--- config.mk ---
export PLATFORM = sky130hd
export DESIGN_NAME = mem_access_stage
export DESIGN_NICKNAME = d
export VERILOG_FILES = /design/src/rtl/mem_access_stage_pkg.sv /design/src/rtl/mem_access_stage_timeout.sv /design/src/rtl/mem_access_stage.sv
export SDC_FILE = /design/constraint.sdc
export NUM_CORES = 1
export LEC_CHECK = 0
export CORE_AREA = 2 2 183 185
export DETAILED_ROUTE_END_ITERATION = 12
export DIE_AREA = 0 0 185 187
export PLACE_DENSITY = 0.68
export REMOVE_ABC_BUFFERS = 1
export SYNTH_ARGS = -nofsm -noshare
export SYNTH_HDL_FRONTEND = slang
export SYNTH_SLANG_ARGS = --single-unit
--- constraint.sdc ---
create_clock -name clk -period 5.71 [get_ports clk]
set_input_delay 1.4275 -clock clk [delete_from_list [all_inputs] [get_ports clk]]
set_output_delay 1.4275 -clock clk [all_outputs]
set_load 0.1 [all_outputs]
--- src/rtl/mem_access_stage_pkg.sv ---
// -----------------------------------------------------------------------------
// mem_access_stage_pkg
// Shared definitions for the LEGv8 memory-access stage:
//   - `WORD        : datapath width (64), shared with the rest of the datapath
//   - state_t      : FSM state type and its encodings (IDLE, WAIT_ACK, DRAIN)
//   - FAULT_*      : fault_code values reported to write-back
//   - CNT_W        : width of the transaction timeout counter (TIMEOUT <= 255)
//   - is_dword_aligned() : LDUR/STUR move 8-byte doublewords, so the low
//                          three address bits must be zero
// -----------------------------------------------------------------------------
`ifndef WORD
`define WORD 64
`endif

package mem_access_stage_pkg;

    // FSM state encoding
    typedef logic [1:0] state_t;
    localparam state_t ST_IDLE     = 2'd0;
    localparam state_t ST_WAIT_ACK = 2'd1;
    localparam state_t ST_DRAIN    = 2'd2;

    // fault_code values
    localparam logic [1:0] FAULT_NONE     = 2'b00;
    localparam logic [1:0] FAULT_MISALIGN = 2'b01;
    localparam logic [1:0] FAULT_TIMEOUT  = 2'b10;

    // Timeout counter width; covers the full 2..255 TIMEOUT range
    localparam int CNT_W = 8;

    // Doubleword accesses must sit on an 8-byte boundary
    function automatic logic is_dword_aligned(input logic [`WORD-1:0] addr);
        return (addr[2:0] == 3'b000);
    endfunction

endpackage

--- src/rtl/mem_access_stage_timeout.sv ---
// -----------------------------------------------------------------------------
// mem_timeout_counter
// Counts cycles spent waiting on data memory. terminal is high on the
// TIMEOUT-th enabled cycle after a clear (count value TIMEOUT-1), and only
// while enable is high, so it can be used directly as the abort condition.
// Ports:
//   clk, rst_n : clock, asynchronous active-low reset
//   clear      : synchronous clear to zero (has priority over enable)
//   enable     : count this cycle
//   terminal   : TIMEOUT-th enabled cycle reached
// -----------------------------------------------------------------------------
module mem_timeout_counter
    import mem_access_stage_pkg::*;
#(
    parameter int TIMEOUT = 16
) (
    input  logic clk,
    input  logic rst_n,
    input  logic clear,
    input  logic enable,
    output logic terminal
);

    localparam logic [CNT_W-1:0] LAST = CNT_W'(TIMEOUT - 1);

    logic [CNT_W-1:0] r_count;

    // Cycle counter; saturates at LAST so it can never wrap
    always_ff @(posedge clk or negedge rst_n) begin
        if (!rst_n) begin
            r_count <= {CNT_W{1'b0}};
        end else if (clear) begin
            r_count <= {CNT_W{1'b0}};
        end else if (enable && (r_count != LAST)) begin
            r_count <= r_count + CNT_W'(1);
        end
    end

    assign terminal = enable & (r_count == LAST);

endmodule

--- src/rtl/mem_access_stage.sv ---
// -----------------------------------------------------------------------------
// mem_access_stage
// Memory-access stage of the pipelined LEGv8 datapath. Non-memory ops are
// registered straight through to write-back. Aligned LDUR/STUR run one
// req/ack transaction with data memory while stalling the upstream stage;
// misaligned accesses and transactions that exceed TIMEOUT cycles are
// reported as faults with the register write suppressed. A flush during a
// transaction lets it drain silently (DRAIN) without stalling upstream.
// Ports:
//   clk, rst_n            : clock, asynchronous active-low reset
//   in_*                  : EX-stage bundle (valid, ALU result/address,
//                           store data, control bits, destination register)
//   flush                 : kill the in-flight instruction
//   stall                 : combinational hold request to upstream
//   dmem_req/we/addr/wdata: registered memory request, held until ack
//   dmem_rdata, dmem_ack  : memory response
//   wb_*                  : registered write-back bundle, wb_valid pulses
//   fault, fault_code     : fault pulse coincident with wb_valid
// -----------------------------------------------------------------------------
module mem_access_stage
    import mem_access_stage_pkg::*;
#(
    parameter int TIMEOUT = 16
) (
    input  logic              clk,
    input  logic              rst_n,
    input  logic              in_valid,
    input  logic [`WORD-1:0]  in_alu_result,
    input  logic [`WORD-1:0]  in_write_data,
    input  logic              in_mem_read,
    input  logic              in_mem_write,
    input  logic              in_reg_write,
    input  logic              in_mem_to_reg,
    input  logic [4:0]        in_write_reg,
    input  logic              flush,
    output logic              stall,
    output logic              dmem_req,
    output logic              dmem_we,
    output logic [`WORD-1:0]  dmem_addr,
    output logic [`WORD-1:0]  dmem_wdata,
    input  logic [`WORD-1:0]  dmem_rdata,
    input  logic              dmem_ack,
    output logic              wb_valid,
    output logic [`WORD-1:0]  wb_alu_result,
    output logic [`WORD-1:0]  wb_read_data,
    output logic [4:0]        wb_write_reg,
    output logic              wb_reg_write,
    output logic              wb_mem_to_reg,
    output logic              fault,
    output logic [1:0]        fault_code
);

    state_t      r_state;
    logic        r_reg_write;
    logic        r_mem_to_reg;
    logic [4:0]  r_write_reg;

    logic        w_mem_op;
    logic        w_aligned;
    logic        w_capture;
    logic        w_start;
    logic        w_timeout;
    logic        w_stall;

    assign w_mem_op  = in_mem_read | in_mem_write;
    assign w_aligned = is_dword_aligned(in_alu_result);
    // A flushed instruction is never captured, so it must not stall either
    assign w_capture = (r_state == ST_IDLE) & in_valid & ~flush;
    assign w_start   = w_capture & w_mem_op & w_aligned;

    mem_timeout_counter #(
        .TIMEOUT (TIMEOUT)
    ) u_timeout (
        .clk      (clk),
        .rst_n    (rst_n),
        .clear    (r_state == ST_IDLE),
        .enable   (r_state != ST_IDLE),
        .terminal (w_timeout)
    );

    // Upstream hold request; ack or timeout releases it in the completing cycle
    always_comb begin
        w_stall = 1'b0;
        case (r_state)
            ST_IDLE:     w_stall = w_start;
            ST_WAIT_ACK: w_stall = ~dmem_ack & ~w_timeout & ~flush;
            ST_DRAIN:    w_stall = in_valid & w_mem_op;
            default:     w_stall = 1'b0;
        endcase
    end

    // stall is the only combinational output, so it is forced low in reset
    assign stall = rst_n & w_stall;

    // FSM, memory request registers and write-back bundle
    always_ff @(posedge clk or negedge rst_n) begin
        if (!rst_n) begin
            r_state       <= ST_IDLE;
            r_reg_write   <= 1'b0;
            r_mem_to_reg  <= 1'b0;
            r_write_reg   <= 5'd0;
            dmem_req      <= 1'b0;
            dmem_we       <= 1'b0;
            dmem_addr     <= {`WORD{1'b0}};
            dmem_wdata    <= {`WORD{1'b0}};
            wb_valid      <= 1'b0;
            wb_alu_result <= {`WORD{1'b0}};
            wb_read_data  <= {`WORD{1'b0}};
            wb_write_reg  <= 5'd0;
            wb_reg_write  <= 1'b0;
            wb_mem_to_reg <= 1'b0;
            fault         <= 1'b0;
            fault_code    <= FAULT_NONE;
        end else begin
            // wb_valid and fault are single-cycle pulses
            wb_valid   <= 1'b0;
            fault      <= 1'b0;
            fault_code <= FAULT_NONE;
            case (r_state)
                ST_IDLE: begin
                    if (w_capture && !w_start) begin
                        // Register-only op, or a misaligned access that
                        // never reaches memory
                        wb_valid      <= 1'b1;
                        wb_alu_result <= in_alu_result;
                        wb_read_data  <= {`WORD{1'b0}};
                        wb_write_reg  <= in_write_reg;
                        wb_mem_to_reg <= in_mem_to_reg;
                        if (w_mem_op) begin
                            wb_reg_write <= 1'b0;
                            fault        <= 1'b1;
                            fault_code   <= FAULT_MISALIGN;
                        end else begin
                            wb_reg_write <= in_reg_write;
                        end
                    end else if (w_start) begin
                        // Read+write together resolves to a write
                        dmem_req     <= 1'b1;
                        dmem_we      <= in_mem_write;
                        dmem_addr    <= in_alu_result;
                        dmem_wdata   <= in_write_data;
                        r_reg_write  <= in_reg_write;
                        r_mem_to_reg <= in_mem_to_reg;
                        r_write_reg  <= in_write_reg;
                        r_state      <= ST_WAIT_ACK;
                    end
                end
                ST_WAIT_ACK: begin
                    if (flush) begin
                        // Killed transaction: finish it silently
                        if (dmem_ack || w_timeout) begin
                            dmem_req <= 1'b0;
                            r_state  <= ST_IDLE;
                        end else begin
                            r_state  <= ST_DRAIN;
                        end
                    end else if (dmem_ack) begin
                        // Ack wins over a timeout in the same cycle
                        dmem_req      <= 1'b0;
                        wb_valid      <= 1'b1;
                        wb_alu_result <= dmem_addr;
                        wb_read_data  <= dmem_we ? {`WORD{1'b0}} : dmem_rdata;
                        wb_write_reg  <= r_write_reg;
                        wb_reg_write  <= r_reg_write;
                        wb_mem_to_reg <= r_mem_to_reg;
                        r_state       <= ST_IDLE;
                    end else if (w_timeout) begin
                        dmem_req      <= 1'b0;
                        wb_valid      <= 1'b1;
                        wb_alu_result <= dmem_addr;
                        wb_read_data  <= {`WORD{1'b0}};
                        wb_write_reg  <= r_write_reg;
                        wb_reg_write  <= 1'b0;
                        wb_mem_to_reg <= r_mem_to_reg;
                        fault         <= 1'b1;
                        fault_code    <= FAULT_TIMEOUT;
                        r_state       <= ST_IDLE;
                    end
                end
                ST_DRAIN: begin
                    if (dmem_ack || w_timeout) begin
                        dmem_req <= 1'b0;
                        r_state  <= ST_IDLE;
                    end
                end
                default: begin
                    dmem_req <= 1'b0;
                    r_state  <= ST_IDLE;
                end
            endcase
        end
    end

endmodule

==> impl_results.md, run 1 <==
- Status: finished, final reports clean
- Max-Cap Viols: 0
- Critical-path cell list: clkdlybuf4s50_1 -> nor4b_1 -> nand3b_1 -> o21ai_0 -> o211a_1 -> buf_12
- Initial Util: 34.8%
- Routed vias: 8,651
- IO Count: 476
- Total Routing Usage GR: 20.0%
- Max Slew Vio Count: 0
- Clk buf depth: 3
- Die Ht: 187 um
- Minimum clock period: 4.65 ns
- CP required: 4.28 ns
- Port Buf Inserts: 475
- Ranking of synthesized cells by area: dfrtp_1 63%, mux2_2 13%, mux2i_1 6.1%, a22o_1 4.9%, a22oi_1 4.7%
- Vias in the first global route: 9,186
- Total CTS buffers: 31
- Fin Clk Skew: 0.0139 ns
- Tcrit/Tclk final: 81.5%
- Compound-Gate Fraction of Synth Area: 10.5%
- Synth-to-layout area growth: 53.8%
- CP endpoint kind: output pin
- Syn Inst Count: 819
- GRT overflow: 0
- Worst-path clk slew: 0.06 ns
- Synth Area per Inst: 13.9 um2
- Die W: 185 um
- RSZ-0062 raised after global routing: false
- Rows: 67
- Flops & latches, synth: 286
- Post-synth ARST share: 100%
- TritonCTS Sinks: 286
- Post-synthesis mux area share: 19.2%
- Commonest non-fill, non-tap cell in the layout: clkdlybuf4s50_1
- WL final: 35.3 mm
- Synth top area share: 62.7%
- Distinct cell type count after synthesis: 41
- First-pass GRT wire length: 54.4 mm
- Core ar.: 32,900 um2
- Final setup TNS: 0 ns
- DRC: 0
- Maximum net fanout on the critical path: 4
- Top_reg_cell synth: dfrtp_1
- Power per cell area: 463 nW/um2
- Post-DRT Antenna Nets: 0
- Die area: 34,600 um2
- Post-synth EDFFs: 0
- Gates resized, CTS repair: 0
- Cell leakage power: 7.41 nW
- Hold crit path type: reg2reg
- Synth Area in XOR/XNOR: 0.307%
- Synthesized area: 11,400 um2
- Initial DRC Count: 264
- Crit path largest cell delay: 0.53 ns
- Skew-Pair Late Insertion Delay: 0.56 ns
- Slew HR: 25.8%
- Largest family of logic cells by synthesized area: multiplexers
- Adder-cell share of the synthesized area: 0.197%
- Share of post-route cells with drive strength above 1: 15.5%
- Simple-Gate Fraction of Synth Area: 4.22%
- FMAX: 215 MHz
- Peak supply drop: 398 uV
- Setup crit start kind: input port
- Commonest non-fill, non-tap cells in the layout: 473 x clkdlybuf4s50_1, 286 x dfrtp_1, 133 x mux2_2
- Fin. Hold Viols: 0
- Largest net degree at the start of global routing: 145
- # H-tree levels: 1
- Most area-hungry cell type in the Yosys netlist: dfrtp_1
- Nets: 1,487
- WL/cell: 20.2 um
- Post-DP HPWL: 24.3 mm
- GPL Wtd Cong: 0.827
- CP Class: in2out
- Slowest stage cell, crit path: nor4b_1
- Fillers: 2,891
- Yosys warns: 0
- Final Setup Violations: 0
- Post-route setup slack: 1.06 ns
- Post-CTS setup buffer count: 0
- Avg Vias per Cell: 4.95
- Worst-Margin Slew: 1.11 ns
- Initial antenna violation count: 1
- Register area share after synthesis: 62.7%
- Total power: 8.14 mW
- Clk root buf: clkbuf_16
- CTS Hold Bufs: 0
- Pre-antenna DRT Iters: 4
- Arrival time of the worst setup path: 3.23 ns
- CTS tree: done
- Pre-CTS WS: 1.14 ns
-- report_power, final --
| part | total (mW) | internal, mW | switching, mW |
|---|---|---|---|
| logic | 3.61 | 0.870 | 2.74 |
| clock network | 1.99 | 1.19 | 0.803 |
| registers | 2.54 | 2.35 | 0.193 |
-- critical path: cells and delay by family --
family | cells | cell delay, ns
AO/OA/AOI/OAI | 2 | 0.40
buffers and inverters | 2 | 0.66
AND/OR/NAND/NOR | 2 | 0.74
-- kinds of logic after synthesis --
group / count (synthesis)
buffers and inverters: 63
flip-flops: 286
XOR/XNOR: 4
AND/OR/NAND/NOR: 110
AO/OA/AOI/OAI: 151
adder cells (fa/ha/maj): 2
multiplexers: 203
-- area by class of cell --
class,count,area (um2),area share [%]
Antenna cell,1,2.50,0.0142
Clock buffer,44,875,4.98
Clock inverter,9,123,0.698
Inverter,4,15.0,0.0854
Multi-Input combinational cell,470,3970,22.6
Sequential cell,286,7160,40.7
Tap cell,448,561,3.19
Timing Repair Buffer,487,4870,27.7
-- cell usage after synthesis, types with 4 or more instances --
cell,instances
nand3_1,5
clkbuf_1,19
a22oi_1,71
mux2_2,133
nor2_1,79
a22o_1,64
nand2_1,5
mux2i_1,70
a21oi_1,4
buf_2,31
dfrtp_1,286
buf_6,7
-- per-layer routing --
metal | vias up | part of all wire [%] | global-route usage (%)
li1 | 3906 | - | -
met1 | 4340 | 38 | 23.4
met2 | 331 | 50 | 34.6
met3 | 74 | 8.3 | 6.00
met4 | 0 | 3.7 | 7.26
met5 | - | 0 | 0
-- final timing paths --
path                       slack (ns)            from  cells after the start               end
setup reg to reg                 2.53      r_state[0]                      6   wb_write_reg[2]
max in group asynchronous        3.54           rst_n                      2    dmem_wdata[19]
hold / removal                   0.50  dmem_wdata[50]                      1    dmem_wdata[50]
min in group asynchronous        0.83           rst_n                      1  wb_read_data[37]
hold reg to reg                  0.50  dmem_wdata[50]                      1    dmem_wdata[50]
setup / recovery                 1.06           flush                      6             stall
-- stage by stage --
| step | instances | utilization (%) | area (um2) | hold slack, ns |
|---|---|---|---|---|
| finish | 1749 | 53.5 | 17600 | 0.502 |
| global route | 1749 | 53.5 | 17600 | 0.519 |
| CTS | 1748 | 53.5 | 17600 | 0.507 |
| detailed placement | 1695 | 50.4 | 16600 | 0.490 |
| global placement | 1695 | 50.4 | 16600 | 0.488 |
| floorplan | 760 | - | 11100 | 0.480 |
Note: power is estimated with default switching activity, not from simulation.
==> run 2: changes to the inputs <==
--- a/config.mk
+++ b/config.mk
@@ -5,10 +5,10 @@
 export SDC_FILE = /design/constraint.sdc
 export NUM_CORES = 1
 export LEC_CHECK = 0
-export CORE_AREA = 2 2 183 185
+export CORE_AREA = 2 2 187 189
 export DETAILED_ROUTE_END_ITERATION = 12
-export DIE_AREA = 0 0 185 187
-export PLACE_DENSITY = 0.68
+export DIE_AREA = 0 0 189 191
+export PLACE_DENSITY = 0.65
 export REMOVE_ABC_BUFFERS = 1
 export SYNTH_ARGS = -nofsm -noshare
 export SYNTH_HDL_FRONTEND = slang
==> constraint.sdc (replaced) <==
create_clock -name clk -period 4.6 [get_ports clk]
set_input_delay 1.15 -clock clk [delete_from_list [all_inputs] [get_ports clk]]
set_output_delay 1.15 -clock clk [all_outputs]
set_load 0.1 [all_outputs]
==> run 2 against run 1 <==
Net effect: critical path depth did not move; total power rose by 27%; routed wire length rose by 0.73%; count of clock-buffer cells in the layout rose by 9; clock power rose by 37%; largest cell class unchanged; sequential power rose by 24%; flip-flop and latch count did not move; register-to-register slack got worse by 0.55 ns.
==> impl_results.md, run 2 (synthesis results as in run 1) <==
- Maximum net fanout on the critical path: 4 (unchanged)
- N_diodes: 0 (was 1)
- Setup crit start kind: input port (unchanged)
- Die W: 189 um (was 185 um)
- Uppermost layer routed: met4 (unchanged)
- Share of post-route cells with drive strength above 1: 15.8% (was 15.5%)
- TritonCTS Sinks: 286 (unchanged)
- Pre-antenna DRT Iters: 5 (was 4)
- Tcrit/Tclk final: 88.7%
- Initial Util: 33.5% (was 34.8%)
- WL final: 35.6 mm (was 35.3 mm)
- Worst-path clk slew: 0.06 ns (about the same)
- Sequential share of power: 30.5% (was 31.2%)
- Synth-to-layout area growth: 55.4% (was 53.8%)
- IO Count: 476 (unchanged)
- Post-DRT Antenna Nets: 0 (unchanged)
- Vias in the first global route: 9,045 (was 9,186)
- RSZ-0062 raised after global routing: false (unchanged)
- Fillers: 3,039 (was 2,891)
- Terminus of the critical flop-to-flop path: wb_alu_result[16] (was wb_write_reg[2])
- Hold crit path type: reg2reg (unchanged)
- CTS Hold Bufs: 0 (unchanged)
- Post-CTS setup buffer count: 0 (unchanged)
- Clk root buf: clkbuf_16 (unchanged)
- First-pass GRT wire length: 53.9 mm (was 54.4 mm)
- Fin Clk Skew: 0.0205 ns (was 0.0139 ns)
- Slowest stage cell, crit path: clkdlybuf4s50_1 (was nor4b_1)
- Power per cell area: 584 nW/um2 (was 463 nW/um2)
- Peak supply drop: 499 uV (was 398 uV)
- Arrival time of the worst setup path: 2.93 ns (was 3.23 ns)
- Avg Vias per Cell: 4.92 (was 4.95)
- Reg2reg setup slack: 1.98 ns (was 2.53 ns)
- Total CTS buffers: 34 (was 31)
- R2R cell count: 5 (was 6)
- Total power: 10.4 mW (was 8.14 mW)
- Final setup TNS: 0 ns (unchanged)
- Port Buf Inserts: 475 (unchanged)
- Core ar.: 34,100 um2 (was 32,900 um2)
- Minimum clock period: 4.08 ns
- Total Routing Usage GR: 19.1% (was 20.0%)
- Fin. Hold Viols: 0 (unchanged)
- HP Start: wb_read_data[58] (was dmem_wdata[50])
- # H-tree levels: 2 (was 1)
- GRT overflow: 0 (unchanged)
- Cell Int Power: 5.70 mW (was 4.41 mW)
- Hold Slack: 0.501 ns (was 0.502 ns)
- Die area: 36,100 um2 (was 34,600 um2)
- WL/cell: 20.2 um (about the same)
- Crit path largest cell delay: 0.47 ns (was 0.53 ns)
- Skew-Pair Late Insertion Delay: 0.50 ns (was 0.56 ns)
- CP Class: in2out (unchanged)
- Critical-path cell list: clkdlybuf4s50_1 -> nor4b_1 -> nand3b_1 -> o21ai_0 -> o211a_1 -> buf_12 (unchanged)
- Layout Utilization: 52.0% (was 53.5%)
- Net Sw Power: 4.67 mW (was 3.74 mW)
- Commonest non-fill, non-tap cells in the layout: 473 x clkdlybuf4s50_1, 286 x dfrtp_1, 133 x mux2_2 (unchanged)
- Post-DP HPWL: 24.0 mm (was 24.3 mm)
- Critical R2R Launch: r_state[0] (unchanged)
- Cell Count, Final, Fillers Out: 1,759 (was 1,749)
- Initial DRC Count: 408 (was 264)
- Comb power frac: 43.2% (was 44.3%)
- Die Ht: 191 um (was 187 um)
- Min-Delay Endpoint: wb_read_data[58] (was dmem_wdata[50])
- Clk buf depth: 3 (unchanged)
- Met2 WL post-DR: 17.4 mm (was 17.6 mm)
- CP endpoint kind: output pin (unchanged)
- Routed vias: 8,658 (was 8,651)
- GPL Wtd Cong: 0.834 (was 0.827)
- Layout Cell Area excl Fill: 17,800 um2 (was 17,600 um2)
- Gates resized, CTS repair: 0 (unchanged)
- Worst-Margin Slew: 1.11 ns (about the same)
- Met1 wire length: 14.6 mm (was 13.5 mm)
- Pre-CTS WS: 0.596 ns (was 1.14 ns)
- Status: finished, final reports clean (unchanged)
- Commonest non-fill, non-tap cell in the layout: clkdlybuf4s50_1 (unchanged)
- FMAX: 245 MHz
- Nets: 1,490 (was 1,487)
- CP required: 3.45 ns (was 4.28 ns)
- Placed cell areas: 16,600 um2 (about the same)
- Post-Place Cells: 1,702 (was 1,695)
- Max-Cap Viols: 0 (unchanged)
- Cell depth of the worst hold path: 1 (unchanged)
- Rows: 68 (was 67)
- Initial antenna violation count: 1 (unchanged)
- Slew HR: 25.7% (was 25.8%)
- Cell leakage power: 7.50 nW (was 7.41 nW)
- Post-route setup slack: 0.521 ns (was 1.06 ns)
- DRC: 0 (unchanged)
- Max Slew Vio Count: 0 (unchanged)
- Sw Share: 45.1% (was 45.9%)
- Largest net degree at the start of global routing: 148 (was 145)
- Clock power frac: 26.3% (was 24.4%)
- Final Setup Violations: 0 (unchanged)
- CTS tree: done (unchanged)
- Routed length on met3: 2.68 mm (was 2.95 mm)
## run 2: critical path: cells and delay by family
kind                   cells  cell delay, ns
and+or+nand+nor            2            0.68
AOI/OAI and AO/OA          2            0.45
buffers and inverters      2            0.65
## run 2: routing by layer
metal  GRT usage (%)  up-vias
li1                -     3911
met1            23.7     4365
met2            32.3      330
met3            5.53       52
met4            5.47        0
met5               0        -
## run 2: how the worst max path moves through the flow
stage,slack (ns),from,endpoint,depth (start not counted)
after global placement,0.64,flush,stall,6
after floorplan,-3.26,r_state[1],wb_read_data[0],4
after detailed placement,0.60,flush,stall,6
final,0.52,flush,stall,6
after CTS,0.57,flush,stall,6
after global routing,0.33,flush,stall,6
## run 2: final cells by class
| cell class | instances | area [um2] | area share (%) |
|---|---|---|---|
| inverters | 4 | 15.0 | 0.0846 |
| multi-input cells | 470 | 3960 | 22.3 |
| well taps | 455 | 569 | 3.21 |
| clock buffers | 53 | 1070 | 6.00 |
| repair buffers | 487 | 4910 | 27.7 |
| flip-flops and latches | 286 | 7160 | 40.3 |
| clock inverters | 4 | 73.8 | 0.416 |
## run 2: power groups by stage
stage / Sequential [mW] / Clock (mW) / Combinational [mW]
floorplan: 6.00 / 0 / 0.442
global placement: 3.18 / 0 / 4.49
detailed placement: 3.20 / 0 / 4.50
CTS: 3.16 / 2.81 / 4.51
global route: 3.21 / 2.91 / 4.60
finish: 3.16 / 2.73 / 4.48
